===== src/rtl/traffic_phase_fsm.sv =====
// Two-road traffic-light sequencer driven by a 1 Hz tick; side road served on demand.
// Optional pedestrian walk lamp on the side-green phase when PED_WALK_EN is defined.
module traffic_phase_fsm #(
  parameter int unsigned MAIN_GREEN_SEC = 20,
  parameter int unsigned SIDE_GREEN_SEC = 10,
  parameter int unsigned YELLOW_SEC     = 3,
  parameter int unsigned ALL_RED_SEC    = 1,
  parameter int unsigned TIMER_W        = 6
) (
  input  logic       clk,
  input  logic       controller_reset,
  input  logic       sec_tick,
  input  logic       side_sensor,
`ifdef PED_WALK_EN
  input  logic       ped_button,
  output logic       walk_lamp,
`endif
  output logic [2:0] main_lamp,
  output logic [2:0] side_lamp,
  output logic [2:0] phase,
  output logic       side_req_pending
);

  typedef enum logic [2:0] {
    StMainGreen  = 3'd0,
    StMainYellow = 3'd1,
    StAllRedA    = 3'd2,
    StSideGreen  = 3'd3,
    StSideYellow = 3'd4,
    StAllRedB    = 3'd5
  } phase_e;

  localparam logic [TIMER_W-1:0] TimerMax      = '1;
  localparam logic [TIMER_W-1:0] MainGreenLast = TIMER_W'(MAIN_GREEN_SEC - 1);
  localparam logic [TIMER_W-1:0] SideGreenLast = TIMER_W'(SIDE_GREEN_SEC - 1);
  localparam logic [TIMER_W-1:0] YellowLast    = TIMER_W'(YELLOW_SEC - 1);
  localparam logic [TIMER_W-1:0] AllRedLast    = TIMER_W'(ALL_RED_SEC - 1);

  // Kept as raw bits so the illegal codes 6 and 7 stay representable and recoverable.
  logic [2:0]         state_q;
  phase_e             state_d;
  logic [TIMER_W-1:0] timer_q, timer_d;
  logic               pending_d;
  logic [2:0]         main_lamp_d, side_lamp_d;
  logic               req, state_change, entering_sg;

`ifdef PED_WALK_EN
  logic ped_pending_q, ped_pending_d, walk_d;
  assign req = side_req_pending | side_sensor | ped_pending_q | ped_button;
`else
  assign req = side_req_pending | side_sensor;
`endif

  assign phase = state_q;

  always_comb begin
    state_d = StMainGreen;
    case (state_q)
      StMainGreen:  state_d = (sec_tick && req && timer_q >= MainGreenLast) ? StMainYellow
                                                                            : StMainGreen;
      StMainYellow: state_d = (sec_tick && timer_q == YellowLast)    ? StAllRedA    : StMainYellow;
      StAllRedA:    state_d = (sec_tick && timer_q == AllRedLast)    ? StSideGreen  : StAllRedA;
      StSideGreen:  state_d = (sec_tick && timer_q == SideGreenLast) ? StSideYellow : StSideGreen;
      StSideYellow: state_d = (sec_tick && timer_q == YellowLast)    ? StAllRedB    : StSideYellow;
      StAllRedB:    state_d = (sec_tick && timer_q == AllRedLast)    ? StMainGreen  : StAllRedB;
      default:      state_d = StMainGreen;
    endcase
  end

  always_comb begin
    state_change = (state_d != state_q);
    entering_sg  = (state_d == StSideGreen) && (state_q != StSideGreen);

    timer_d = timer_q;
    if (state_change) begin
      timer_d = '0;
    end else if (sec_tick && timer_q != TimerMax) begin
      timer_d = timer_q + 1'b1;
    end

    // Clear on side-green entry wins over a same-cycle sensor.
    pending_d = side_req_pending;
    if (entering_sg) begin
      pending_d = 1'b0;
    end else if (side_sensor && state_q != StSideGreen) begin
      pending_d = 1'b1;
    end

`ifdef PED_WALK_EN
    ped_pending_d = ped_pending_q;
    if (entering_sg) begin
      ped_pending_d = 1'b0;
    end else if (ped_button && state_q != StSideGreen) begin
      ped_pending_d = 1'b1;
    end
    walk_d = 1'b0;
    if (entering_sg) begin
      walk_d = ped_pending_q;
    end else if (state_d == StSideGreen) begin
      walk_d = walk_lamp;
    end
`endif
  end

  // Lamps decode the next state so they change on the same edge as phase.
  always_comb begin
    main_lamp_d = 3'b100;
    side_lamp_d = 3'b100;
    case (state_d)
      StMainGreen:  main_lamp_d = 3'b001;
      StMainYellow: main_lamp_d = 3'b010;
      StSideGreen:  side_lamp_d = 3'b001;
      StSideYellow: side_lamp_d = 3'b010;
      default: ;
    endcase
  end

  always_ff @(posedge clk) begin
    if (controller_reset) begin
      state_q          <= StMainGreen;
      timer_q          <= '0;
      side_req_pending <= 1'b0;
      main_lamp        <= 3'b001;
      side_lamp        <= 3'b100;
`ifdef PED_WALK_EN
      ped_pending_q    <= 1'b0;
      walk_lamp        <= 1'b0;
`endif
    end else begin
      state_q          <= state_d;
      timer_q          <= timer_d;
      side_req_pending <= pending_d;
      main_lamp        <= main_lamp_d;
      side_lamp        <= side_lamp_d;
`ifdef PED_WALK_EN
      ped_pending_q    <= ped_pending_d;
      walk_lamp        <= walk_d;
`endif
    end
  end

endmodule


===== config.mk =====
export PLATFORM = sky130hd
export DESIGN_NAME = traffic_phase_fsm
export DESIGN_NICKNAME = d
export VERILOG_FILES = /design/src/rtl/traffic_phase_fsm.sv
export SDC_FILE = /design/constraint.sdc
export NUM_CORES = 1
export LEC_CHECK = 0
export CORE_MARGIN = 2
export CORE_UTILIZATION = 40
export CTS_BUF_LIST = sky130_fd_sc_hd__clkbuf_16
export DETAILED_ROUTE_END_ITERATION = 8
export PLACE_DENSITY = 0.65
export SYNTH_ARGS = -nofsm -noshare
export SYNTH_HDL_FRONTEND = slang
export SYNTH_SLANG_ARGS = --single-unit

===== constraint.sdc =====
create_clock -name clk -period 2.4 [get_ports clk]
set_clock_uncertainty 0.15 [all_clocks]
set_input_delay 0.72 -clock clk [delete_from_list [all_inputs] [get_ports clk]]
set_output_delay 0.72 -clock clk [all_outputs]
set_load 0.05 [all_outputs]

# Word level (Yosys, flattened, before mapping)
# Index checks and enable logic that the tools add are counted.
word_totals:
  ff_bits: 16
  latchBits: 0
  mem_bits_rw: 0
  mem_bits_ro: 0
  inputBits: 4
  output_inout_bits: 10
  wordCells: 43
  n_memories: 0
classes:
  addsub: 1
  mul: 0
  div: 0
  order_cmp: 1
  eq_ne: 13
  shift: 0
  mux: 9
  n_bitwise: 1
  reduce_logical: 13
ops:
  columns: ["operator", "n"]
  rows:
  - ["$pmux W3 S6", 1]
  - ["$pmux W3 S2", 2]
  - ["$eq A3 B2 Y1 const B", 3]
  - ["$eq A3 B3 Y1 const B", 3]
  - ["$logic_and A1 B1 Y1", 8]
  - ["$add A6 B1 Y6 const B", 1]
  - ["$eq A3 B1 Y1 const B", 2]
  - ["$eq A6 B2 Y1 const B", 1]
  - ["$eq A6 B4 Y1 const B", 1]
  - ["$ge A6 B5 Y1 const B", 1]
  - ["$logic_not A3 Y1", 2]
  - ["$logic_not A6 Y1", 1]
  - ["$mux W3", 2]
  - ["$ne A6 B6 Y1 const B", 1]
  - ["$reduce_or A2 Y1", 2]
  - ["$mux W1", 3]
  - ["$ne A3 B2 Y1 const B", 1]
  - ["$ne A3 B3 Y1", 1]
  - ["$mux W2", 1]
  - ["$or A1 B1 Y1", 1]

# Depth between registers and ports, before layout
# Gate-level depths: netlist of run 1.
logic_depth:
  word_depth: 8
  depth_mapped: 7
  mapped_depth_nobuf: 7

# Least setup slack after synthesis of run 1
# OpenSTA, ideal clock, no wires.
synth_path:
  path_kind: "input to register"
  startpoint: "input port sec_tick"
  endpoint: "register timer_q[3]"
  setup_time_ps: 80
  t_arrival_ps: 1864
  slack_ps: 307
  path_stages: 5
  path_buffers: 0
  path_cell_list: "nor3b_4 > and4b_4 > o32ai_2 > o32a_4 > a211oi_2"
synth_via:
  elab_chain_len: 6
synth_lines:
  columns: ["item", "line_no", "text"]
  rows:
  - ["from (decl)", "12", "input logic sec_tick,"]
  - ["$logic_and A1 B1 Y1 (2 in a row)", "59", "StMainGreen: state_d = (sec_tick && req && timer_q >= MainGreenLast) ? StMainYellow"]
  - ["$mux W1", "59", null]
  - ["$pmux W3 S6", "58", "case (state_q)"]
  - ["$ne A3 B3 Y1", "71", "state_change = (state_d != state_q);"]
  - ["$reduce_or A2 Y1 (no source line)", null, null]
  - ["to (signal assigned)", "131", "timer_q <= timer_d;"]
  - ["to (decl)", "42", "logic [TIMER_W-1:0] timer_q, timer_d;"]
# Parallel ways exist; a longest one is shown, timed or not.
# A chain may end at the register's enable or synchronous reset.

# Worst setup path in the final report of run 1
layout_path:
  startpoint: "register side_req_pending"
  endpoint: "output port side_req_pending"
layout_rtl:
  columns: ["item", "line_no", "text"]
  rows:
  - ["from (decl)", "21", "output logic side_req_pending"]
  - ["from (signal assigned)", "132", "side_req_pending <= pending_d;"]
# No word-level cell between the ends.

==> results.py, run 1 <==
metrics = {
    "status": {
        "status": "finished clean",
    },
    "grt": {
        "antenna_found_initial": 0,
        "overflow": 0,
        "grt_pass1_vias": 803,
        "grt_use_total": 0.183,
        "grt_max_degree": 11,
        "grt_pass1_wl_mm": 3.52,
    },
    "layout": {
        "nets": 130,
        "fin_cells": 148,
        "multiInputGateArea_sq_um": 557,
        "regArea_sq_um": 320,
        "drive_gt1_frac": 0.306,
        "num_antenna_cells": 0,
        "syn_to_final_growth_pct": 43.7,
        "fillers": 173,
    },
    "setup_path": {
        "critPathTopFamily": "buffers and inverters",
        "crit_buf_inv": 1,
        "slowest_stage": "clkdlybuf4s50_1",
        "critical_path_peak_fanout": 3,
        "path_class": "flip-flop to output pin",
        "crit_chain": "clkdlybuf4s50_1",
        "crit_path_start_kind": "flip-flop",
        "required_ns": 1.53,
        "cpPeakStageDelay_ns": 0.81,
        "worstSetupEndpointType": "output pin",
        "cp.arrival_ns": 1.41,
    },
    "yosys": {
        "synth-main-ff-cell": "dfxtp_1",
        "syn_nets": 101,
        "synth_edf_count": 0,
        "yosysSeqAreaShare": 0.369,
        "ys_types": 36,
        "yosys.area.top_type_share": 0.369,
        "synth_most_common_cell": "dfxtp_1",
        "synth_top_cell_by_area": "dfxtp_1",
        "syn_inst": 93,
        "syn_area_sq_um": 867,
        "synth_common_cells": "dfxtp_1 (16), nor2_1 (8), inv_1 (7), nand3_1 (6), a21oi_1 (5)",
        "synth.ff_latch_count": 16,
        "ys_warn_count": 0,
        "async_reset_ff_frac": 0,
        "synth_area_leaders": "dfxtp_1 (37%), ha_1 (5.8%), nand3_1 (3.5%), nor2_1 (3.5%), inv_1 (3.0%)",
        "avgSynthCellArea_sq_um": 9.32,
    },
    "floorplanning": {
        "die_y_microns": 50.6,
        "num_rows": 16,
        "fp.coreArea_sq_um": 2000,
        "start_util": 0.433,
        "pin_count": 14,
        "die_w_microns": 50.6,
        "die_area_sq_um": 2560,
    },
    "route": {
        "wl_mm": 2.20,
        "vias": 838,
        "vias_per_cell": 5.66,
        "wl_per_cell_microns": 14.8,
        "post-route-drc-count": 0,
        "first_iter_violations": 12,
        "drtAntennaViolNets": 0,
        "dr.pass1.iters": 5,
    },
    "timing": {
        "worstMarginPinSlew_ns": 0.499,
        "setup_violations": 0,
        "clock.fmax_mhz": 439,
        "hold_viol_final": 0,
        "slew_headroom": 0.666,
        "period_share": 0.949,
        "rsz0062_at_grt": "false",
        "period_minus_slack_ns": 2.28,
        "fin_tns_setup_ns": 0,
        "slew_violations": 0,
    },
    "clock_tree": {
        "cts_root_buf": "clkbuf_16",
        "cts.sinks": 16,
        "path_clk_slew_ns": 0.05,
        "clk_latency_ns": 0.25,
        "cts_tree": "yes",
        "cts_made_buffers": 3,
        "postCtsHoldBufs": 0,
        "cts_max_level": 1,
        "clockBufferDepth": 2,
    },
    "power_and_ir_drop": {
        "powerDensity_nw_per_um2": 627,
        "p_leak_nw": 0.489,
        "ir_drop_mv": 0.463,
    },
    "placed_design": {
        "gp_congestion": 0.840,
        "io_buffers": 13,
        "dp_hpwl_mm": 1.52,
        "dp.cells": 142,
    },
    "run": {
        "drv_cap": 0,
    },
    "min_path": {
        "hold_path_class": "flip-flop to flip-flop",
    },
}
## flip-flops by register name (all words and copies together), names as in the netlist
| name | cells |
|---|---|
| side_req_pending | 1 |
| main_lamp | 3 |
| timer_q | 6 |
| phase | 3 |
| side_lamp | 3 |
## power breakdown
group          switching, mW  internal (mW)
sequential            0.0155          0.279
combinational         0.0895         0.0681
clock                  0.108          0.221
## cell usage in the layout (no fill, tap or decap), types with 3 or more instances in the layout
cell and count:
nand4_1 3, dfxtp_1 16, ha_1 4, a21oi_1 5
nor2_1 8, clkbuf_16 3, inv_1 7, nand2_1 3
clkdlybuf4s50_1 9, nand3_1 4, nor3_2 3, buf_4 17
## metal layers
metal	GRT usage	routed length [microns]	vias up
li1	-	-	404
met1	0.237	984	395
met2	0.296	1040	36
met3	0.0179	132	3
met4	0.108	37	0
met5	0	0	-
## cells by family (layout without fill, tap and decap cells)
logic type / after synthesis / in the layout / synth area share
simple gates: 39 / 39 / 0.278
xor+xnor: 1 / 1 / 0.0101
mux: 2 / 2 / 0.0231
flops: 16 / 16 / 0.369
compound gates: 21 / 21 / 0.209
buf+inv: 10 / 38 / 0.0520
fa+ha+maj: 4 / 4 / 0.0577
## area by class of cell
class	instances	area share
Sequential cell	16	0.257
Timing Repair Buffer	27	0.185
Multi-Input combinational cell	67	0.447
Inverter	7	0.0211
Clock buffer	3	0.0602
Tap cell	27	0.0271
Clock inverter	1	0.00301
## per-stage QoR
step	power (mW)	setup WS (ns)	utilization	instance area, sq um	hold slack, ns
finish	0.782	0.123	0.623	1250	0.378
detailed placement	0.442	-0.283	0.547	1090	0.367
floorplan	0.393	0.307	-	867	0.383
global route	0.815	0.0781	0.623	1250	0.391
CTS	0.776	0.00579	0.590	1180	0.377
global placement	0.442	-0.250	0.547	1090	0.369
## what timing repair did
item,in CTS,in global routing
resized for setup,0,12
setup buffers,1,1
pin swaps,1,3
setup endpoints to repair,2,11
## final timing paths
kind / startpoint / to / slack [ns] / cells after the start
worst max-delay path: side_req_pending / side_req_pending / 0.12 / 1
worst max register to register: timer_q[0] / side_lamp[1] / 0.40 / 8
worst min-delay path: side_req_pending / side_req_pending / 0.38 / 2
worst min register to register: side_req_pending / side_req_pending / 0.38 / 2
No activity file was read; power rests on OpenSTA's default activity.
==> inputs of run 2 (changes only) <==
--- a/config.mk
+++ b/config.mk
@@ -9,6 +9,7 @@
 export CORE_UTILIZATION = 40
 export CTS_BUF_LIST = sky130_fd_sc_hd__clkbuf_16
 export DETAILED_ROUTE_END_ITERATION = 8
+export HOLD_SLACK_MARGIN = 0.06
 export PLACE_DENSITY = 0.65
 export SYNTH_ARGS = -nofsm -noshare
 export SYNTH_HDL_FRONTEND = slang
==> results of run 2 <==
Final layout, timing and power as in run 1 (identical DEF).
==> inputs of run 3 (changes only) <==
--- a/config.mk
+++ b/config.mk
@@ -6,11 +6,11 @@
 export NUM_CORES = 1
 export LEC_CHECK = 0
 export CORE_MARGIN = 2
-export CORE_UTILIZATION = 40
+export CORE_UTILIZATION = 45
 export CTS_BUF_LIST = sky130_fd_sc_hd__clkbuf_16
 export DETAILED_ROUTE_END_ITERATION = 8
 export HOLD_SLACK_MARGIN = 0.06
-export PLACE_DENSITY = 0.65
+export PLACE_DENSITY = 0.71
 export SYNTH_ARGS = -nofsm -noshare
 export SYNTH_HDL_FRONTEND = slang
 export SYNTH_SLANG_ARGS = --single-unit
==> run 3 against run 2 <==
  * Clock power about the same
  * Via count decreased by 3.6%
  * Maximum frequency increased by 0.33%
  * First-iteration DRC count increased to 2.5 times the previous value
  * Highest routed layer unchanged
  * Die area decreased by 10%
  * Core utilization increased by 4.8 points
  * Critical path depth unchanged
  * Routed wire length decreased by 5.6%
  * Sequential share of layout area increased by 1.4 points
  * Register-to-register slack about the same
  * Critical path type unchanged
  * Design area decreased by 5.0%
==> results.py, run 3 (synthesis results as in run 1) <==
metrics = {
    "layout": {
        "largest_reg_flops": 6,
        "final_common_cell": "dfxtp_1",
        "drive_gt1_frac": 0.222,
        "fin_cells": 142,
        "num_antenna_cells": 0,
        "syn_to_final_growth_pct": 36.5,
        "final_cell_area_sq_um": 1180,
        "top_register": "timer_q",
        "layout_common_cells": "dfxtp_1 (16), buf_4 (13), clkdlybuf4s50_1 (9)",
        "fillers": 146,
        "nets": 126,
        "utilization": 0.671,
    },
    "route": {
        "drtAntennaViolNets": 0,
        "vias_per_cell": 5.69,
        "first_iter_violations": 30,
        "wl_per_cell_microns": 14.6,
        "wl_mm": 2.07,
        "post-route-drc-count": 0,
        "vias": 808,
        "dr.pass1.iters": 6,
    },
    "floorplanning": {
        "pin_count": 14,
        "start_util": 0.491,
        "die_area_sq_um": 2290,
        "die_w_microns": 47.9,
        "num_rows": 15,
        "fp.coreArea_sq_um": 1760,
        "die_y_microns": 47.9,
    },
    "setup_path": {
        "cp.arrival_ns": 1.40,
        "critical_path_peak_fanout": 3,
        "worstSetupEndpointType": "output pin",
        "crit_end": "side_req_pending",
        "crit_chain": "clkdlybuf4s50_1",
        "crit_cells": 1,
        "regToRegStartpoint": "timer_q[0]",
        "path_class": "flip-flop to output pin",
        "crit_buf_inv": 1,
        "r2r-end": "timer_q[5]",
        "reg2reg_depth": 8,
        "slowest_stage": "clkdlybuf4s50_1",
        "cpPeakStageDelay_ns": 0.81,
        "crit_path_start_kind": "flip-flop",
        "crit_start": "side_req_pending",
        "critPathTopFamily": "buffers and inverters",
        "required_ns": 1.53,
        "reg2reg_slack_ns": 0.40,
    },
    "grt": {
        "grt_use_total": 0.207,
        "grt_pass1_wl_mm": 3.18,
        "grt_pass1_vias": 725,
        "overflow": 0,
        "antenna_found_initial": 0,
        "grt_max_degree": 11,
    },
    "clock_tree": {
        "cts_root_buf": "clkbuf_16",
        "cts.sinks": 16,
        "path_clk_slew_ns": 0.05,
        "cts_made_buffers": 3,
        "clk_latency_ns": 0.25,
        "cts_max_level": 1,
        "cts_tree": "yes",
        "clockBufferDepth": 2,
    },
    "timing": {
        "fin_tns_setup_ns": 0,
        "clock.fmax_mhz": 441,
        "rsz0062_at_grt": "false",
        "slew_headroom": 0.666,
        "period_minus_slack_ns": 2.27,
        "slew_violations": 0,
        "setup_violations": 0,
        "period_share": 0.946,
        "hold_viol_final": 0,
        "worstMarginPinSlew_ns": 0.500,
    },
    "placed_design": {
        "dp.cells": 138,
        "placed_area_sq_um": 1080,
        "gp_congestion": 0.910,
        "io_buffers": 13,
        "dp_hpwl_mm": 1.48,
    },
    "power_and_ir_drop": {
        "swShare": 0.273,
        "switchingPower_mw": 0.211,
        "p_clk_frac": 0.427,
        "p_int_mw": 0.563,
        "p_leak_nw": 0.466,
        "p_seq_frac": 0.380,
        "ir_drop_mv": 0.384,
        "powerDensity_nw_per_um2": 654,
        "p_comb_frac": 0.193,
        "p_total_mw": 0.774,
    },
    "run": {
        "drv_cap": 0,
    },
    "min_path": {
        "hold_path_class": "flip-flop to flip-flop",
    },
    "status": {
        "status": "finished clean",
    },
}
## run 3: metrics by stage
stage	setup WS (ns)	hold WS (ns)
global placement	-0.266	0.368
global route	0.0965	0.455
floorplan	0.307	0.383
detailed placement	-0.281	0.376
CTS	-0.0208	0.386
finish	0.131	0.380
## run 3: power by group through the flow
stage          clock [mW]  sequential (mW)  combinational [mW]
6_report            0.331            0.294               0.149
5_1_grt             0.339            0.296               0.163
4_1_cts             0.332            0.294               0.141
3_5_place_dp            0            0.300               0.138
3_3_place_gp            0            0.299               0.138
2_1_floorplan           0            0.314              0.0795
## run 3: worst min-delay path by stage
stage                           from  cells past startpoint          endpoint  slack [ns]
floorplan                 timer_q[3]                      2        timer_q[3]        0.38
global placement    side_req_pending                      2  side_req_pending        0.37
detailed placement  side_req_pending                      2  side_req_pending        0.38
CTS                 side_req_pending                      2  side_req_pending        0.39
global route        side_req_pending                      2  side_req_pending        0.45
finish              side_req_pending                      2  side_req_pending        0.38
## run 3: area by class of cell
cell class              count  area (sq um)  area share
repair buffers             23           200       0.169
flip-flops and latches     16           320       0.271
well taps                  25          31.3      0.0264
multi-input cells          67           527       0.445
clock buffers               3          75.1      0.0634
inverters                   7          26.3      0.0222
clock inverters             1          3.75     0.00317
## run 3: repair_timing
action,4_1_cts,5_1_grt
pin swaps,2,3
setup endpoints to repair,4,11
setup buffers,0,0
hold buffers,0,0
gates cloned,0,0
gates resized for setup,1,4
## run 3: layer usage
| metal | vias up | part of all wire | routed length (microns) | track usage |
|---|---|---|---|---|
| met1 | 381 | 0.48 | 992 | 0.274 |
| met3 | 7 | 0.038 | 78 | 0.0415 |
| met2 | 21 | 0.45 | 933 | 0.296 |
| met4 | 0 | 0.034 | 70 | 0.151 |
| li1 | 399 | - | - | - |
| met5 | - | 0 | 0 | 0 |
